--- config.mk ---
export PLATFORM = sky130hd
export DESIGN_NAME = seg_digit_counter
export DESIGN_NICKNAME = d
export VERILOG_FILES = /design/src/rtl/seg_pkg.sv /design/src/rtl/seg_sync_edge.sv /design/src/rtl/seg_digit_counter.sv
export SDC_FILE = /design/constraint.sdc
export NUM_CORES = 1
export LEC_CHECK = 0
export CORE_ASPECT_RATIO = 1.1
export CORE_UTILIZATION = 33
export DETAILED_ROUTE_END_ITERATION = 12
export PLACE_DENSITY = 0.55
export SLEW_MARGIN = 20
export SYNTH_ARGS = -nofsm -noshare
export SYNTH_HDL_FRONTEND = slang
export SYNTH_SLANG_ARGS = --single-unit
--- constraint.sdc ---
create_clock -name clk -period 3.55 [get_ports clk]
set_input_delay 0.71 -clock clk [delete_from_list [all_inputs] [get_ports clk]]
set_output_delay 0.71 -clock clk [all_outputs]
set_load 0.05 [all_outputs]
--- src/rtl/seg_pkg.sv ---
// Shared types and sizing helpers for the seven-segment digit counter family.
package seg_pkg;

  typedef enum logic {
    PAUSE = 1'b0,
    RUN   = 1'b1
  } run_state_t;

  localparam int SEG_DIGIT_W = 4;

  // Smallest width w such that 2**w >= value; used to size the prescaler.
  function automatic int clog2(input int value);
    int w;
    int p;
    w = 32'sd0;
    p = 32'sd1;
    while (p < value) begin
      p = p * 32'sd2;
      w = w + 32'sd1;
    end
    return w;
  endfunction

endpackage

--- src/rtl/seg_sync_edge.sv ---
// Two-flop synchronizer for an asynchronous input followed by a rising-edge
// detector; pulse is high for one cycle per synchronized rising edge.
module seg_sync_edge (
  input  logic clk,
  input  logic rst_n,
  input  logic din,
  output logic pulse
);

  logic sync1_r;
  logic sync2_r;
  logic edge_r;

  // Synchronizer chain plus delayed copy for edge detection.
  always_ff @(posedge clk or negedge rst_n) begin
    if (!rst_n) begin
      sync1_r <= 1'b0;
      sync2_r <= 1'b0;
      edge_r  <= 1'b0;
    end else begin
      sync1_r <= din;
      sync2_r <= sync1_r;
      edge_r  <= sync2_r;
    end
  end

  assign pulse = sync2_r & ~edge_r;

endmodule

--- src/rtl/seg_digit_counter.sv ---
// Prescaled up/down single-digit counter with run/pause button, synchronous
// load and terminal-count pulse, driving a hex decoder's {d,c,b,a} inputs.
module seg_digit_counter
  import seg_pkg::*;
#(
  parameter int CLK_DIV = 50_000_000,
  parameter int MODULUS = 10
) (
  input  logic       clk,
  input  logic       rst_n,
  input  logic       en,
  input  logic       up,
  input  logic       btn_run,
  input  logic       load,
  input  logic [3:0] load_val,
  output logic       a,
  output logic       b,
  output logic       c,
  output logic       d,
  output logic       tc,
  output logic       tick,
  output logic       running
);

  localparam int PRESC_W = clog2(CLK_DIV);
  localparam logic [PRESC_W-1:0]     PRESC_LAST = PRESC_W'(CLK_DIV - 1);
  localparam logic [SEG_DIGIT_W-1:0] DIGIT_MAX  = SEG_DIGIT_W'(MODULUS - 1);

  run_state_t             state_r;
  run_state_t             state_nxt_s;
  logic                   btn_rise_s;
  logic                   advance_s;
  logic                   tick_s;
  logic [PRESC_W-1:0]     presc_r;
  logic [SEG_DIGIT_W-1:0] digit_r;
  logic [SEG_DIGIT_W-1:0] load_clamp_s;
  logic                   tc_r;

  seg_sync_edge u_btn_sync (
    .clk   (clk),
    .rst_n (rst_n),
    .din   (btn_run),
    .pulse (btn_rise_s)
  );

  // Run/pause state register.
  always_ff @(posedge clk or negedge rst_n) begin
    if (!rst_n) begin
      state_r <= PAUSE;
    end else begin
      state_r <= state_nxt_s;
    end
  end

  // Each synchronized button edge flips between PAUSE and RUN.
  always_comb begin
    state_nxt_s = state_r;
    if (btn_rise_s) begin
      case (state_r)
        PAUSE:   state_nxt_s = RUN;
        RUN:     state_nxt_s = PAUSE;
        default: state_nxt_s = PAUSE;
      endcase
    end else begin
      state_nxt_s = state_r;
    end
  end

  // Prescaler advance/tick qualification and load-value clamp.
  always_comb begin
    advance_s = (state_r == RUN) && en;
    tick_s    = advance_s && (presc_r == PRESC_LAST);
    if (load_val > DIGIT_MAX) begin
      load_clamp_s = DIGIT_MAX;
    end else begin
      load_clamp_s = load_val;
    end
  end

  // Prescaler: cleared by load, otherwise wraps at CLK_DIV-1 while advancing.
  always_ff @(posedge clk or negedge rst_n) begin
    if (!rst_n) begin
      presc_r <= '0;
    end else if (load) begin
      presc_r <= '0;
    end else if (advance_s) begin
      if (presc_r == PRESC_LAST) begin
        presc_r <= '0;
      end else begin
        presc_r <= presc_r + PRESC_W'(1);
      end
    end else begin
      presc_r <= presc_r;
    end
  end

  // Digit and terminal count; wrap is by explicit compare against the modulus.
  always_ff @(posedge clk or negedge rst_n) begin
    if (!rst_n) begin
      digit_r <= 4'd0;
      tc_r    <= 1'b0;
    end else if (load) begin
      digit_r <= load_clamp_s;
      tc_r    <= 1'b0;
    end else if (tick_s && up) begin
      if (digit_r == DIGIT_MAX) begin
        digit_r <= 4'd0;
        tc_r    <= 1'b1;
      end else begin
        digit_r <= digit_r + 4'd1;
        tc_r    <= 1'b0;
      end
    end else if (tick_s) begin
      if (digit_r == 4'd0) begin
        digit_r <= DIGIT_MAX;
        tc_r    <= 1'b1;
      end else begin
        digit_r <= digit_r - 4'd1;
        tc_r    <= 1'b0;
      end
    end else begin
      digit_r <= digit_r;
      tc_r    <= 1'b0;
    end
  end

  assign {d, c, b, a} = digit_r;
  assign tc           = tc_r;
  assign tick         = tick_s;
  assign running      = (state_r == RUN);

endmodule

; ---- Yosys cells after proc, flatten, opt, wreduce, memory -nomap -nowiden
; Cells that the tools add are included.
[totals]
latch_bits = 0
input_bits = 10
word_cells = 37
regBits = 35
mem_count = 0
rom_bits = 0
ram_bits = 0
[op_classes]
shifts = 0
mux = 15
n_mul = 0
reduce_logical = 6
add_sub_neg = 3
n_eq_ne = 2
order_cmp = 1
bitwise = 3
div_mod_pow = 0
[op_table]
columns = cell, n
row1 = two-way mux 26 bit, 3
row2 = adder 26 x 1 -> 26 bit (second input constant), 1
row3 = == test 26 bit (second input constant), 1
row4 = two-way mux 4 bit, 6
row5 = two-way mux 1 bit, 5
row6 = adder 4 x 1 -> 4 bit (second input constant), 1
row7 = == test 4 bit (second input constant), 1
row8 = > comparator 4 bit (second input constant), 1
row9 = zero test 4 bit, 1
row10 = subtractor 4 x 1 -> 4 bit (second input constant), 1
row11 = logical AND 1 bit, 3
row12 = nonzero test 3 bit, 1
row13 = NOT 1 bit, 2
row14 = case mux 1 bit (2 select lines), 1
row15 = nonzero test 2 bit, 1
row16 = bitwise AND 1 bit, 1

; ---- Logic depth before layout (Yosys ltp)
; Gate-level depths: netlist (run 1).
[logic_depth]
word_depth = 5
ltp_mapped = 7
mapped_depth_nobuf = 6

; ---- By module
; From an unflattened synthesis (run 1), not the netlist that was laid out.
[hier_totals]
cells_unflattened = 235
hier_area_um2 = 2125.8
[modules_own_cells]
columns = module, area_each_um2, seq_area_each_um2, n_inst, cells_per_inst
row1 = seg_digit_counter, 2037.0, 800.8, 1, 231
row2 = seg_sync_edge, 88.8, 75.1, 1, 4

; ---- Worst setup path after synthesis (run 1)
; No wires, ideal clock.
[synth_path]
path_type = register -> output
start = register presc_r[18]
end = output port tick
slack_ns = 1.138
path_buffers = 1
t_arrival_ns = 1.702
stages_incl_launch_ff = 6
cell_sequence = dfrtp_1 buf_2 nor4b_1 and4_2 nand4_2 inv_1
[synth_via]
elab_chain_len = 2
[synth_lines]
columns = item, line
row1 = "start, declared", seg_digit_counter.sv:34  ; logic [PRESC_W-1:0] presc_r;
row2 = "start signal, assigned", seg_digit_counter.sv:90  ; presc_r <= presc_r + PRESC_W'(1);
row3 = "start signal, assigned", seg_digit_counter.sv:93  ; presc_r <= presc_r;
row4 = == test 26 bit, seg_digit_counter.sv:72  ; tick_s = advance_s && (presc_r == PRESC_LAST);
row5 = logical AND 1 bit, seg_digit_counter.sv:72
row6 = "end, declared", seg_digit_counter.sv:21  ; output logic tick,
; No other way between the ends.

; ---- Worst setup path after layout (run 1)
[layout_path]
start = register presc_r[19]
end = output port tick
; The elaborated chain is that of the path after synthesis.

==> summary.md, run 1 <==
| Metric | Value |
|---|---|
| Largest net degree at the start of global routing | 36 |
| Rel. slew slack | 46.8% |
| Yosys reg bits | 35 |
| CP endpoint | tick |
| CTS buffer count | 5 |
| Status | complete, no violations |
| Seq/Total Area, Yosys | 41.7% |
| # fillers | 649 |
| Mean Syn Cell Area | 8.86 um2 |
| Ant. Diodes | 0 |
| RSZ-0062 raised after global routing | no |
| Final antenna-violating net count | 0 |
| Routability congestion estimate from global placement | 0.797 |
| Nets | 264 |
| CP Launch Point | presc_r[19]$_DFFE_PN0P_ |
| Fmax | 305 MHz |
| Post-Synthesis Cells | 237 |
| Syn. warnings | 0 |
| Clock Latency Late Sink | 0.29 ns |
| Max VDD drop | 0.157 mV |
| Final HPWL DP | 3420 um |
| Final period utilization | 92.4% |
| Core box area | 6160 um2 |
| Initial core utilization | 34.1% |
| Top Ports | 17 |
| Area growth syn-to-layout | 15.6% |
| Critical R2R Capture | presc_r[12]$_DFFE_PN0P_ |
| Fin. Hold Viols | 0 |
| Cell variety after synth | 49 |
| 1st-iter DRT viols | 119 |
| Total gr overflow | 0 |
| GR Util met2 | 24.5% |
| Setup slack, reg-to-reg | 1.30 ns |
| Final core utilization | 39.5% |
| Clock buffer depth | 2 |
| Pre-Repair DR Iteration Count | 4 |
| Die Area | 6690 um2 |
| Vias per cell | 5.32 |
| WP data arrival | 2.57 ns |
| Tightest Hold Check Type | reg2reg |
| Slew Limit Fails | 0 |
| Commonest non-fill, non-tap cell in the layout | dfrtp_1 |
| Max-cap violation count | 0 |
| Port Buffers | 16 |
| CTS Hold Bufs | 0 |
| Critical Path Sink Type | output pin |
| Number of synthesized flops with an enable pin | 0 |
| CTS tree | done |
| Async S/R FF share, synth | 100% |
| Total Routing Usage GR | 15.6% |
| H-tree depth | 2 |
| Clock Skews | 0.00432 ns |
| Initial antenna violation count | 0 |
| Placed inst area | 2340 um2 |
| Least-Margin Pin Slew | 0.799 ns |
| GRT Max-Usage Layer | met2 |
| Crit path max fanout | 10 |
| Most frequent cells in the layout | dfrtp_1, nor2_1, nand2_1, nand3_1, clkdlybuf4s50_1 |
| Global Route met1 Usage | 21.2% |
| Worst EP required | 2.84 ns |
| FF-to-FF path depth | 6 |
| Post-Syn Area | 2100 um2 |
| Setup Viol. Count Final | 0 |
| Final min period | 3.28 ns |
| P per Cell Area | 383 nW/um2 |
| DRC viols | 0 |
| Rows | 30 |
| Final TNS setup | 0 ns |
| Share of cells above drive strength 1 | 11.8% |
| Post-CTS Repair Setup Buffers | 0 |
| P_leak | 0.958 nW |
| Critical path class | reg2out |
| Synthesized Nets | 248 |
| Final Cell Area | 2430 um2 |
| Crit Reg-Reg Startpoint | presc_r[19]$_DFFE_PN0P_ |
| Wire length per cell | 14.5 um |
| Die Span Y | 85.7 um |
| Met3 Usage GRT | 3.51% |
| Vias | 1776 |
| First-pass GRT wire length | 8050 um |
| CTS sink cnt | 35 |
| Nature of the critical path startpoint | flip-flop |
| Die W | 78.1 um |
| CTS clk-pin slew, worst paths | 0.08 ns |
| PostCTS Resize Cnt | 0 |
| Most used DFF post-synth | dfrtp_1 |
| Routed wire length | 4850 um |
| Root Driver | clkbuf_8 |
| Number of global-route vias before repair | 1666 |
-- worst max-delay path, stage by stage, from the launching register on --
cell and delay, ns:
dfrtp_1 0.51, nor4b_1 0.39, and4_2 0.37, nand4_2 0.13, inv_1 0.08, clkdlybuf4s50_1 0.79
-- state kept, by name (all words and copies together), names as in the netlist --
name / cells
digit_r: 4
presc_r: 26
running: 1
tc: 1
u_btn_sync.edge_r: 1
u_btn_sync.sync1_r: 1
u_btn_sync.sync2_r: 1
-- Yosys cell counts, drive strengths merged (3+ instances only) --
library cell   n  share of area (%)
nand2b         5                1.5
clkbuf         6                1.1
a31oi          7                2.1
nand4         13                4.5
buf            5                1.3
xor2          10                4.2
or4b           3                1.4
xnor2          6                2.5
nand3         17                4.0
inv            4               0.71
nor4b          3                1.3
nand2         24                4.3
nor2b          4                1.2
dfrtp         35                 42
and4           3                1.4
nor3           7                2.4
o21ai         12                2.9
nor2          27                4.9
mux2i          3                1.4
and3           4                1.3
a21oi         12                3.0
-- report_power, final --
| group | total, mW | switching (mW) | internal, mW |
|---|---|---|---|
| registers | 0.449 | 0.0324 | 0.417 |
| clock network | 0.307 | 0.167 | 0.140 |
| logic | 0.174 | 0.109 | 0.0652 |
| total | 0.930 | 0.308 | 0.622 |
-- worst min path at each step --
| stage | start | slack (ns) | depth (start not counted) | end |
|---|---|---|---|---|
| 2_1_floorplan | u_btn_sync.sync1_r$_DFF_PN0_ | 0.33 | 0 | u_btn_sync.sync2_r$_DFF_PN0_ |
| 3_3_place_gp | u_btn_sync.sync1_r$_DFF_PN0_ | 0.34 | 0 | u_btn_sync.sync2_r$_DFF_PN0_ |
| 3_5_place_dp | u_btn_sync.sync1_r$_DFF_PN0_ | 0.34 | 0 | u_btn_sync.sync2_r$_DFF_PN0_ |
| 4_1_cts | u_btn_sync.sync1_r$_DFF_PN0_ | 0.36 | 0 | u_btn_sync.sync2_r$_DFF_PN0_ |
| 5_1_grt | u_btn_sync.sync1_r$_DFF_PN0_ | 0.36 | 0 | u_btn_sync.sync2_r$_DFF_PN0_ |
| 6_report | u_btn_sync.sync1_r$_DFF_PN0_ | 0.36 | 0 | u_btn_sync.sync2_r$_DFF_PN0_ |
-- routing by layer --
layer,share of wire (%),vias to the layer above
met5,0,-
met4,1.3,0
met3,2.9,5
met2,46,24
met1,49,860
li1,-,887
-- area by class of cell --
cell class	instances	area, um2	area share (%)
Tap cell	80	100	4.12
Timing Repair Buffer	20	185	7.62
Clock inverter	3	23.8	0.979
Multi-Input combinational cell	187	1160	47.8
Inverter	4	15.0	0.618
Clock buffer	5	68.8	2.83
Sequential cell	35	876	36.1
-- cell families after synthesis --
logic type      share of synthesized area (%)
compound gates                           12.7
xor+xnor                                 6.67
fa+ha+maj                               0.595
buf+inv                                  3.10
flops                                    41.7
mux                                      1.97
simple gates                             33.2
-- metrics by stage --
step | std cells | setup WS [ns] | hold slack, ns | power [mW]
after CTS | 334 | 0.284 | 0.359 | 0.941
after global placement | 326 | 0.574 | 0.336 | 0.631
after detailed placement | 326 | 0.563 | 0.340 | 0.632
after floorplan | 237 | 1.14 | 0.331 | 0.563
final | 334 | 0.270 | 0.355 | 0.930
after global routing | 334 | 0.128 | 0.363 | 0.979
No activity file was read; power rests on OpenSTA's default activity.
==> run 2, diff against run 1 <==
Settings changed: ABC_AREA set to 1, SKIP_CTS_REPAIR_TIMING set to 1.
==> run 2 against run 1 <==
Net effect: non-clock buffer count is 4 lower; sequential power is 5.3% higher; first-iteration DRC count is 13% higher; sequential cell count stayed put; area after synthesis is 10% higher; global-route usage is 2.0 points higher; hold slack better by 0.0053 ns; critical path type unchanged; largest power group unchanged.
==> summary.md, run 2 <==
| Metric | Value |
|---|---|
| Clock Skews | 0.0123 ns |
| Nature of the critical path startpoint | flip-flop |
| Setup Viol. Count Final | 0 |
| Final period utilization | 73.6% |
| Worst EP required | 2.84 ns |
| Pre-Repair DR Iteration Count | 4 |
| Yosys reg bits | 35 |
| Rows | 31 |
| P per Cell Area | 461 nW/um2 |
| WP data arrival | 1.90 ns |
| Post-synth top cells | nand2_1, nor2_1, inv_1 |
| Post-Synthesis Cells | 335 |
| Largest Register | presc_r |
| RSZ-0062 raised after global routing | no |
| Synthesized Nets | 346 |
| Syn. warnings | 0 |
| Wire length per cell | 13.2 um |
| Total gr overflow | 0 |
| CTS sink cnt | 35 |
| Mean Syn Cell Area | 6.93 um2 |
| Crit-path cells | ha_1, nand2_1, nor2_4, nand3_4, nor3_1, buf_4 |
| Clock buffer depth | 2 |
| Critical path class | reg2out |
| Final min period | 2.61 ns |
| Tightest Hold Check Type | reg2reg |
| Final antenna-violating net count | 0 |
| Slowest CP cell | dfrtp_1 |
| Max-cap violation count | 0 |
| Least-Margin Pin Slew | 0.793 ns |
| Initial antenna violation count | 0 |
| H-tree depth | 2 |
| Critical Path Sink Type | output pin |
| Most used DFF post-synth | dfrtp_1 |
| Routed wire length | 5760 um |
| Seq pwr share | 38.2% |
| Switch share | 34.2% |
| Root Driver | clkbuf_8 |
| Final HPWL DP | 4350 um |
| Crit path max fanout | 6 |
| Ant. Diodes | 0 |
| Seq/Total Area, Yosys | 37.7% |
| Die W | 82.0 um |
| P_leak | 1.20 nW |
| Area leader, netlist | dfrtp_1 |
| Vias | 2201 |
| First-pass GRT wire length | 9940 um |
| Largest net degree at the start of global routing | 36 |
| 1st-iter DRT viols | 135 |
| Fin Hold WS | 0.361 ns |
| Vias per cell | 5.04 |
| Number of global-route vias before repair | 2035 |
| Most frequent cells in the layout | nand2_1, nor2_1, inv_1, dfrtp_1, nand3_1 |
| Clock power frac | 35.2% |
| Cell variety after synth | 37 |
| Routability congestion estimate from global placement | 0.853 |
| Largest cells by area after synthesis | dfrtp_1, nand2_1, nor2_1 |
| Count leader, synth | nand2_1 |
| Share of cells above drive strength 1 | 10.1% |
| Commonest non-fill, non-tap cell in the layout | nand2_1 |
| Final TNS setup | 0 ns |
| Slew Limit Fails | 0 |
| Max VDD drop | 0.324 mV |
| Core box area | 6710 um2 |
| Status | complete, no violations |
| Fmax | 383 MHz |
| Switching pwr | 0.423 mW |
| DRC viols | 0 |
| Max reg flops | 26 |
| Slowest cell delay on critical path | 0.44 ns |
| Initial core utilization | 34.6% |
| CTS tree | done |
| Die Span Y | 90.0 um |
| CTS buffer count | 5 |
| Nets | 365 |
| Total Routing Usage GR | 17.6% |
| Fin. Hold Viols | 0 |
| Post-Syn Area | 2320 um2 |
| Area growth syn-to-layout | 15.6% |
| Port Buffers | 16 |
| Total power | 1.24 mW |
| Comb power frac | 26.6% |
| Die Area | 7370 um2 |
| Number of synthesized flops with an enable pin | 0 |
| Internal | 0.815 mW |
| Clock Latency Late Sink | 0.30 ns |
| Top Ports | 17 |
| Rel. slew slack | 47.1% |
| CTS clk-pin slew, worst paths | 0.07 ns |
| Biggest regs | presc_r: 26 flops, digit_r: 4 flops |
| Post-synth top area share | 37.7% |
| Async S/R FF share, synth | 100% |
-- run 2: cell count changes after synthesis, sizes merged, moves of 5 or more --
cell	previous run	this run
xnor2	6	1
nand2b	5	0
clkbuf	6	1
a31oi	7	0
nand2	24	90
nand3	17	29
nor2	27	65
xor2	10	3
inv	4	44
-- run 2: area by class of cell --
cell class	instances	area, um2
Multi-Input combinational cell	252	1250
Timing Repair Buffer	16	153
Fill cell	738	4030
Sequential cell	35	876
Clock buffer	6	72.6
Clock inverter	2	60.1
Inverter	44	168
Tap cell	82	103
-- run 2: critical path: cells and delay by family (launching register included) --
kind | cells | cell delay [ns]
adders and majority gates | 1 | 0.22
buffers and inverters | 1 | 0.26
DFF | 1 | 0.44
and+or+nand+nor | 4 | 0.70
-- run 2: worst paths after layout --
kind / from / endpoint / slack (ns) / cells after the start
setup / recovery: presc_r[0]$_DFFE_PN0P_ / tick / 0.94 / 6
hold / removal: u_btn_sync.sync1_r$_DFF_PN0_ / u_btn_sync.sync2_r$_DFF_PN0_ / 0.36 / 0
setup reg to reg: presc_r[0]$_DFFE_PN0P_ / presc_r[9]$_DFFE_PN0P_ / 1.71 / 8
hold reg to reg: u_btn_sync.sync1_r$_DFF_PN0_ / u_btn_sync.sync2_r$_DFF_PN0_ / 0.36 / 0
max in group asynchronous: rst_n / presc_r[16]$_DFFE_PN0P_ / 2.55 / 1
min in group asynchronous: rst_n / presc_r[23]$_DFFE_PN0P_ / 0.49 / 1
-- run 2: through the flow --
step / setup slack, ns / instance area, um2 / cells / utilization, %
floorplan: 0.749 / 2320 / 335 / -
global placement: 0.959 / 2550 / 429 / 38.0
detailed placement: 0.948 / 2550 / 429 / 38.0
CTS: 0.917 / 2680 / 437 / 40.0
global route: 0.813 / 2680 / 437 / 40.0
finish: 0.937 / 2680 / 437 / 40.0
-- run 2: logic make-up after synthesis --
| kind of cell | Yosys count | share of synthesized area, % |
|---|---|---|
| adder cells (fa/ha/maj) | 1 | 0.539 |
| AND/OR/NAND/NOR | 206 | 41.3 |
| buffers and inverters | 48 | 8.30 |
| XOR/XNOR | 4 | 1.51 |
| flip-flops | 35 | 37.7 |
| AO/OA/AOI/OAI | 41 | 10.6 |
-- run 2: power by group through the flow --
stage	combinational [mW]	sequential [mW]	clock [mW]
finish	0.330	0.473	0.435
global route	0.363	0.480	0.463
CTS	0.334	0.474	0.448
detailed placement	0.333	0.481	0
global placement	0.332	0.481	0
floorplan	0.158	0.543	0
-- run 2: layer usage --
| metal | up-vias | track usage [%] | routed length [um] |
|---|---|---|---|
| li1 | 1121 | - | - |
| met1 | 1041 | 25.2 | 2780 |
| met2 | 34 | 26.9 | 2720 |
| met3 | 5 | 3.35 | 191 |
| met4 | 0 | 4.39 | 62 |
| met5 | - | 0 | 0 |
==> run 3, diff against run 2 <==
Clock period 3.55 ns to 2.6 ns, I/O delays scaled along.
==> run 3 against run 2 <==
Net effect: utilization shrank 0.35 points; highest routed layer unchanged; clock skew decreased by 0.0042 ns; non-clock buffer count increased by 1; combinational power rose by 38%; first-iteration DRC count fell by 22%; total power grew 20%; critical path depth stayed put; cell area down 0.89%; global-route usage up 0.16 points; register-to-register slack got worse by 0.96 ns; via count increased by 0.59%.
==> summary.md, run 3 (same netlist as run 2, synthesis figures left out) <==
| Metric | Value |
|---|---|
| Die Area | 7370 um2 |
| Fmax | 424 MHz |
| Switching pwr | 0.568 mW |
| Vias | 2214 |
| Rel. slew slack | 46.3% |
| Status | complete, no violations |
| Crit Reg-Reg Startpoint | presc_r[0]$_DFFE_PN0P_ |
| Area growth syn-to-layout | 14.6% |
| Critical R2R Capture | presc_r[24]$_DFFE_PN0P_ |
| RSZ-0062 raised after global routing | no |
| Fin worst setup slack | 0.240 ns |
| FF-to-FF path depth | 10 |
| Die W | 82.0 um |
| Vias per cell | 5.05 |
| Least-Margin Pin Slew | 0.805 ns |
| Total Routing Usage GR | 17.8% |
| CTS buffer count | 5 |
| Final TNS setup | 0 ns |
| Nets | 366 |
| Inst Count DP | 430 |
| Max VDD drop | 0.315 mV |
| Clock Skews | 0.00815 ns |
| Comb power frac | 30.7% |
| Fin Hold WS | 0.322 ns |
| H-tree depth | 2 |
| Total power | 1.48 mW |
| Share of cells above drive strength 1 | 11.0% |
| Clock Latency Late Sink | 0.28 ns |
| Routability congestion estimate from global placement | 0.859 |
| Slew Limit Fails | 0 |
| Seq pwr share | 43.7% |
| # fillers | 724 |
| Top Ports | 17 |
| Largest Register | presc_r |
| Wire length per cell | 13.3 um |
| Final min period | 2.36 ns |
| CTS sink cnt | 35 |
| Fin. Hold Viols | 0 |
| Critical path class | reg2out |
| Clock power frac | 25.7% |
| DRC viols | 0 |
| Die Span Y | 90.0 um |
| Initial antenna violation count | 0 |
| Worst EP required | 2.08 ns |
| Critical Path Sink Type | output pin |
| Area occupied by multi-input gates | 1260 um2 |
| Final std cells w/o fill | 438 |
| Largest net degree at the start of global routing | 36 |
| Setup slack, reg-to-reg | 0.75 ns |
| P_leak | 1.19 nW |
| 1st-iter DRT viols | 105 |
| Pre-Repair DR Iteration Count | 4 |
| Internal | 0.915 mW |
| First-pass GRT wire length | 9980 um |
| Final period utilization | 90.8% |
| Crit path max fanout | 6 |
| Final antenna-violating net count | 0 |
| Switch share | 38.3% |
| P per Cell Area | 557 nW/um2 |
| Core box area | 6710 um2 |
| Clock buffer depth | 2 |
| Ant. Diodes | 0 |
| Routed wire length | 5840 um |
| Max reg flops | 26 |
| Commonest non-fill, non-tap cell in the layout | nand2_1 |
| Max-cap violation count | 0 |
| Tightest Hold Check Type | in2async |
| Nature of the critical path startpoint | flip-flop |
| Root Driver | clkbuf_8 |
| Final HPWL DP | 4510 um |
| Biggest regs | presc_r: 26 flops, digit_r: 4 flops |
| Area occupied by registers | 876 um2 |
| Rows | 31 |
| CTS tree | done |
| Total gr overflow | 0 |
| Initial core utilization | 34.6% |
| Number of global-route vias before repair | 2136 |
| CTS clk-pin slew, worst paths | 0.07 ns |
| Worst slack, placed | 0.394 ns |
| Most frequent cells in the layout | nand2_1, nor2_1, inv_1, dfrtp_1, nand3_1 |
| Setup Viol. Count Final | 0 |
| Port Buffers | 16 |
| WP data arrival | 1.84 ns |
run 3: changes by cell type in the layout (fill, tap and decap cells not counted):
cell	change
nor3_2	+1
clkbuf_1	-1
clkinv_2	+3
buf_12	+1
nor3_1	-1
bufinv_16	-2
run 3: area by class of cell:
cell class | instances | area share (%)
Sequential cell | 35 | 32.9
Tap cell | 82 | 3.86
Multi-Input combinational cell | 252 | 47.3
Clock inverter | 3 | 0.564
Timing Repair Buffer | 17 | 6.49
Inverter | 44 | 6.30
Clock buffer | 5 | 2.59
run 3: power groups by stage:
stage	sequential, mW	clock, mW	combinational, mW
2_1_floorplan	0.742	0	0.216
3_3_place_gp	0.659	0	0.460
3_5_place_dp	0.657	0	0.461
4_1_cts	0.648	0.401	0.462
5_1_grt	0.659	0.420	0.503
6_report	0.647	0.381	0.455
run 3: routing by layer:
metal	routed length, um	share of wire (%)	vias up	global-route usage (%)
met5	0	0	-	0
met4	99	1.7	0	5.26
met3	277	4.7	9	3.65
met2	2800	48	58	28.7
met1	2670	46	1030	23.5
li1	-	-	1117	-
run 3: worst max path at each step:
| stage | from | endpoint | slack (ns) | cells after the start |
|---|---|---|---|---|
| 2_1_floorplan | running$_DFFE_PN0P_ | tick | 0.42 | 2 |
| 4_1_cts | presc_r[0]$_DFFE_PN0P_ | tick | 0.22 | 6 |
| 3_3_place_gp | en | tick | 0.40 | 4 |
| 6_report | presc_r[0]$_DFFE_PN0P_ | tick | 0.24 | 6 |
| 5_1_grt | presc_r[0]$_DFFE_PN0P_ | tick | 0.12 | 6 |
| 3_5_place_dp | load | presc_r[17]$_DFFE_PN0P_ | 0.39 | 9 |
run 3: critical path: stages (launching register included):
cell and delay (ns):
dfrtp_1 0.44, ha_1 0.22, nand2_1 0.11, nor2_4 0.18, nand3_4 0.12, nor3_2 0.30
buf_12 0.18
run 3: through the flow:
stage / instance area, um2 / utilization, %
final: 2660 / 39.6
after detailed placement: 2580 / 38.4
after floorplan: 2330 / -
after global routing: 2660 / 39.6
after global placement: 2580 / 38.4
after CTS: 2660 / 39.6
